==> src/rtl/l_sync_weight_bank.sv <==
// Double-buffered I/Q tap-weight store for the long-preamble sync correlator.
// Weights stream serially into a shadow bank; a commit copies them to the active bank.
module l_sync_weight_bank #(
    parameter int N_TAPS = 16,
    parameter int W_BITS = 2,
    parameter logic [N_TAPS*W_BITS-1:0] DEF_I = 32'h5F7FF5F5,
    parameter logic [N_TAPS*W_BITS-1:0] DEF_Q = 32'h55FFD557
) (
    input  logic                       clk,
    input  logic                       rst_n,
    input  logic                       wr_valid,
    output logic                       wr_ready,
    input  logic [W_BITS-1:0]          wr_i,
    input  logic [W_BITS-1:0]          wr_q,
    input  logic                       commit,
    input  logic                       abort,
    input  logic                       restore_def,
    input  logic                       corr_busy,
    output logic [N_TAPS*W_BITS-1:0]   I_W,
    output logic [N_TAPS*W_BITS-1:0]   Q_W,
    output logic                       commit_pend,
    output logic                       cmd_err,
    output logic [7:0]                 commit_cnt,
    output logic [1:0]                 state_dbg
);

    localparam int BW = N_TAPS * W_BITS;
    localparam int CW = (N_TAPS > 1) ? $clog2(N_TAPS) : 1;
    localparam logic [CW-1:0] LAST_TAP = CW'(N_TAPS - 1);

    // Encoding is visible on state_dbg: 0 IDLE, 1 LOAD, 2 FULL, 3 PEND.
    localparam logic [1:0] S_IDLE = 2'd0;
    localparam logic [1:0] S_LOAD = 2'd1;
    localparam logic [1:0] S_FULL = 2'd2;
    localparam logic [1:0] S_PEND = 2'd3;

    logic [1:0]    state;
    logic [CW-1:0] cnt;
    logic [BW-1:0] sh_i;
    logic [BW-1:0] sh_q;
    logic          beat;

    // Handshake: a beat transfers on a rising edge where wr_valid and wr_ready are both 1.
    assign wr_ready  = (state == S_IDLE) || (state == S_LOAD);
    assign beat      = wr_valid & wr_ready;
    assign state_dbg = state;

    always_ff @(posedge clk or negedge rst_n) begin
        if (!rst_n) begin
            I_W         <= DEF_I;
            Q_W         <= DEF_Q;
            sh_i        <= DEF_I;
            sh_q        <= DEF_Q;
            state       <= S_IDLE;
            cnt         <= '0;
            commit_pend <= 1'b0;
            cmd_err     <= 1'b0;
            commit_cnt  <= 8'd0;
        end else begin
            cmd_err <= 1'b0;
            if (restore_def) begin
                I_W         <= DEF_I;
                Q_W         <= DEF_Q;
                sh_i        <= DEF_I;
                sh_q        <= DEF_Q;
                state       <= S_IDLE;
                cnt         <= '0;
                commit_pend <= 1'b0;
            end else if (abort) begin
                // Abort always swallows any same-cycle commit or beat; in IDLE nothing else changes.
                if (state != S_IDLE) begin
                    state       <= S_IDLE;
                    cnt         <= '0;
                    commit_pend <= 1'b0;
                end
            end else if (commit && (state == S_IDLE || state == S_LOAD)) begin
                cmd_err <= 1'b1;
            end else begin
                case (state)
                    S_IDLE, S_LOAD: begin
                        if (beat) begin
                            for (int k = 0; k < N_TAPS; k++) begin
                                if (CW'(k) == cnt) begin
                                    sh_i[k*W_BITS +: W_BITS] <= wr_i;
                                    sh_q[k*W_BITS +: W_BITS] <= wr_q;
                                end
                            end
                            if (cnt == LAST_TAP) begin
                                state <= S_FULL;
                                cnt   <= '0;
                            end else begin
                                state <= S_LOAD;
                                cnt   <= cnt + CW'(1);
                            end
                        end
                    end
                    S_FULL: begin
                        if (commit) begin
                            if (!corr_busy) begin
                                I_W        <= sh_i;
                                Q_W        <= sh_q;
                                commit_cnt <= commit_cnt + 8'd1;
                                state      <= S_IDLE;
                            end else begin
                                state       <= S_PEND;
                                commit_pend <= 1'b1;
                            end
                        end
                    end
                    default: begin
                        if (!corr_busy) begin
                            I_W         <= sh_i;
                            Q_W         <= sh_q;
                            commit_cnt  <= commit_cnt + 8'd1;
                            commit_pend <= 1'b0;
                            state       <= S_IDLE;
                        end
                    end
                endcase
            end
        end
    end

endmodule
==> config.mk <==
export PLATFORM = sky130hd
export DESIGN_NAME = l_sync_weight_bank
export DESIGN_NICKNAME = d
export VERILOG_FILES = /design/src/rtl/l_sync_weight_bank.sv
export SDC_FILE = /design/constraint.sdc
export NUM_CORES = 1
export LEC_CHECK = 0
export BUFFER_PORTS_ARGS = -buffer_cell sky130_fd_sc_hd__buf_4
export CAP_MARGIN = 20
export CORE_ASPECT_RATIO = 0.9
export CORE_MARGIN = 3
export CORE_UTILIZATION = 57
export DETAILED_ROUTE_END_ITERATION = 7
export PLACE_DENSITY_LB_ADDON = 0.12
export SKIP_LAST_GASP = 1
export SLEW_MARGIN = 5
export SYNTH_ARGS = -nofsm -noshare
export SYNTH_HDL_FRONTEND = slang
export SYNTH_SLANG_ARGS = --single-unit
==> constraint.sdc <==
create_clock -name clk -period 2.35 [get_ports clk]
set_clock_uncertainty 0.2 [all_clocks]
set_input_delay 0.47 -clock clk [delete_from_list [all_inputs] [get_ports clk]]
set_output_delay 0.47 -clock clk [all_outputs]
set_load 0.01 [all_outputs]
==> metrics.json <==
{
  "outcome": "completed",
  "fin_tns_setup_ps": 0,
  "timing.critical_path.slowest_cell_delay_ps": 510,
  "r2r-start": "state_dbg[1]",
  "avgViaCountPerCell": 5.728,
  "n_antenna_cell": 0,
  "setup_viol_count_final": 0,
  "synth_async_sr_flop_share_pct": 100.0,
  "routed_wire_length_per_instance_microns": 17.62,
  "ys_ff_latch": 144,
  "worst-endpoint-required_ps": 2490,
  "std_cell_rows": 35,
  "globalplace.congestion": 0.8328,
  "standard_cell_core_area_sq_mm": 0.01051,
  "layout_common_cells": "sky130_fd_sc_hd__nand2_1 (136), sky130_fd_sc_hd__buf_4 (96), sky130_fd_sc_hd__dfstp_2 (94)",
  "holdWs_ps": 85.80,
  "internal-power_w": 0.004177,
  "timing.critical_path.to_type": "flip-flop",
  "cts_tree": "done",
  "synthFlopType": "sky130_fd_sc_hd__dfstp_2",
  "max_cap_violations": 0,
  "commonest_non_fill_non_tap_cell_in_the_layout": "sky130_fd_sc_hd__nand2_1",
  "comb_power_share_pct": 4.2,
  "antenna_found_initial": 0,
  "synth_enable_flop_cells": 0,
  "finalMaxSlewViolations": 0,
  "final_antenna_net_count": 0,
  "post_synth_instance_area_sq_mm": 0.006325,
  "globalRouteOverflowTotal": 0,
  "p_clk_share_pct": 48.7,
  "synth-warning-count": 0,
  "ctsLongestPathBuffers": 2,
  "dieWidth_microns": 117.0,
  "drt_pass1_iterations": 5,
  "pwr_density_cell_mw_per_mm2": 692.0,
  "avgSynthCellArea_sq_um": 10.65,
  "max_freq_mhz": 467.4,
  "layout-drive-gt1-share_pct": 34.88,
  "number_of_global_route_vias_before_repair": 4624,
  "drc": 0,
  "hpwl_after_dpl_microns": 9489,
  "detail_route.wirelength_microns": 14400,
  "power.share.sequential_pct": 47.1,
  "power_leakage_nw": 3.496,
  "worst_path_max_delay_cell": "sky130_fd_sc_hd__dfrtp_1",
  "startpoint": "state_dbg[1]",
  "worstPathCellList": "nor4b_4 -> buf_12 -> nor2b_1 -> buf_4 -> nor2b_1 -> a211o_1",
  "cts_made_buffers": 17,
  "irDropWorstVdd_v": 0.0005994,
  "unrepaired_setup_endpoints_after_global_routing": "no",
  "port_buffers": 87,
  "clock-root-buffer": "sky130_fd_sc_hd__clkbuf_16",
  "netlist_instances": 594,
  "critPathCapture": "sh_i[30]",
  "post-route-period-util_pct": 91.05,
  "clkTransAtPathRegs_ps": 60,
  "timing.hold.worst.class": "in -> reg",
  "layout.nets": 692,
  "clk-insertion-delay-late_ps": 410,
  "ff2ff_setup_slack_ps": 210,
  "cts_htree_levels": 4,
  "max-slew-margin-rel_pct": 52.99,
  "p_sw_w": 0.001163,
  "crit-reg2reg-capture": "sh_i[30]",
  "ios": 88,
  "clock_sinks": 144,
  "worst_pin_slew_ps": 705.1,
  "area_growth_syn_to_layout_pct": 22.02,
  "postCtsResizedCells": 0,
  "min_period_ps": 2140,
  "p_sw_share_pct": 21.78,
  "fillers": 757,
  "r2r.worst_path.cells": 6,
  "global_route_wire_length_before_repair_microns": 23970,
  "vias": 4680,
  "timing.critical_path.arrival_ps": 2280,
  "drt_first_iter_violations": 348,
  "critical_path.most_common_cell": "sky130_fd_sc_hd__nor2b_1",
  "synth-seq-area-share_pct": 58.83,
  "total_count_of_hold_check_failures_in_the_final_report": 0,
  "cp-start-kind": "flip-flop",
  "die_height_microns": 105.9,
  "post_synth_num_cell_types": 44,
  "synthesis.nets": 610,
  "grt_usage_pct": 24.69,
  "critPathMaxFanout": 18,
  "setup.worst_path.class": "reg -> reg",
  "die_area_sq_mm": 0.01240,
  "postCtsSetupRepairBufs": 0,
  "grt_max_degree": 79,
  "initial_utilization_pct": 60.18
}
-- metal layers --
| metal | GRT usage (%) | up-vias | routed length (microns) |
|---|---|---|---|
| met4 | 6.716 | 0 | 181 |
| met5 | 0 | - | 0 |
| met1 | 35.66 | 2342 | 6613 |
| met2 | 38.22 | 134 | 6873 |
| li1 | - | 2190 | - |
| met3 | 5.009 | 14 | 730 |
-- registers in the layout, indices dropped and copies added, names as in the netlist, 2 cells and up --
signal      cells
I_W            32
Q_W            32
state_dbg       2
commit_cnt      8
sh_i           32
cnt             4
sh_q           32
-- synthesized netlist by cell type, drive strengths merged (2+ instances only) --
master,instances,area [sq um]
nand2,136,510.5
dfstp,94,2470
nor2,64,240.2
dfrtp,50,1251
a211o,47,411.6
nand3b,47,352.8
clkbuf,31,116.4
a21oi,18,90.09
mux2i,17,170.2
nand3,14,160.1
buf,8,51.29
nand4,8,50.05
inv,7,26.28
nor2b,6,37.54
xnor2,6,52.55
ha,5,62.56
nor3,4,25.02
a31oi,3,18.77
and3,3,18.77
o21ai,3,15.01
mux2,2,22.52
nand2b,2,12.51
or3,2,12.51
xor2,2,17.52
-- worst max-delay path: cells and delay by family, from the launching register on --
family	cells	cell delay (ps)
AND/OR/NAND/NOR	3	680
buffers and inverters	2	400
AO/OA/AOI/OAI	1	260
flip-flops	1	510
-- power by group through the flow --
stage | clock, W | sequential (W) | combinational [W]
floorplan | 0 | 0.00255 | 0.000112
CTS | 0.00263 | 0.00252 | 0.000228
detailed placement | 0 | 0.00255 | 0.000226
global placement | 0 | 0.00255 | 0.000222
finish | 0.00260 | 0.00252 | 0.000224
global route | 0.00273 | 0.00252 | 0.000248
-- worst min path at each step --
stage                  startpoint             to  slack [ps]  cells past startpoint
floorplan                   rst_n        I_W[11]         -30                      0
global placement    commit_cnt[7]  commit_cnt[7]         260                      1
detailed placement          rst_n         cnt[3]         280                      1
CTS                       wr_q[0]       sh_q[30]          80                      2
global route              wr_q[0]       sh_q[30]          90                      2
finish                    wr_q[0]       sh_q[30]          90                      2
-- final cells by class --
class                           count  area (sq um)  share of cell area [%]
Clock inverter                     11         112.6                   1.459
Inverter                            8         30.03                  0.3891
Timing Repair Buffer              102         822.0                   10.65
Clock buffer                       20         456.7                   5.918
Multi-Input combinational cell    403          2414                   31.27
Tap cell                          129         161.4                   2.091
Sequential cell                   144          3721                   48.22
-- timing repair --
action                                 CTS  global route
endpoints found under the hold margin   24             0
setup endpoints to repair                0             0
hold buffers                             1             0
-- cells by family (layout without fill, tap and decap cells) --
kind of cell               after synthesis  after routing  share of synthesized area (%)
xor gates and xnor gates                 8              8                          1.108
adders and majority gates                5              5                         0.9891
DFF                                    144            144                          58.83
AOI/OAI and AO/OA                       78             78                          9.397
and+or+nand+nor                        293            293                          23.50
buffers and inverters                   47            141                          3.125
muxes                                   19             19                          3.046
-- metrics by stage --
stage | setup slack [ps] | instances | util, % | total power, W | instance area (sq um)
final | 210.4 | 817 | 73.43 | 0.005340 | 7717
after global routing | 116.4 | 817 | 73.43 | 0.005495 | 7717
after CTS | 214.6 | 817 | 73.43 | 0.005373 | 7717
after detailed placement | 145.0 | 785 | 67.92 | 0.002780 | 7138
after global placement | 208.8 | 785 | 67.92 | 0.002775 | 7138
after floorplan | 372.6 | 594 | - | 0.002665 | 6325
No activity file was read; power rests on OpenSTA's default activity.
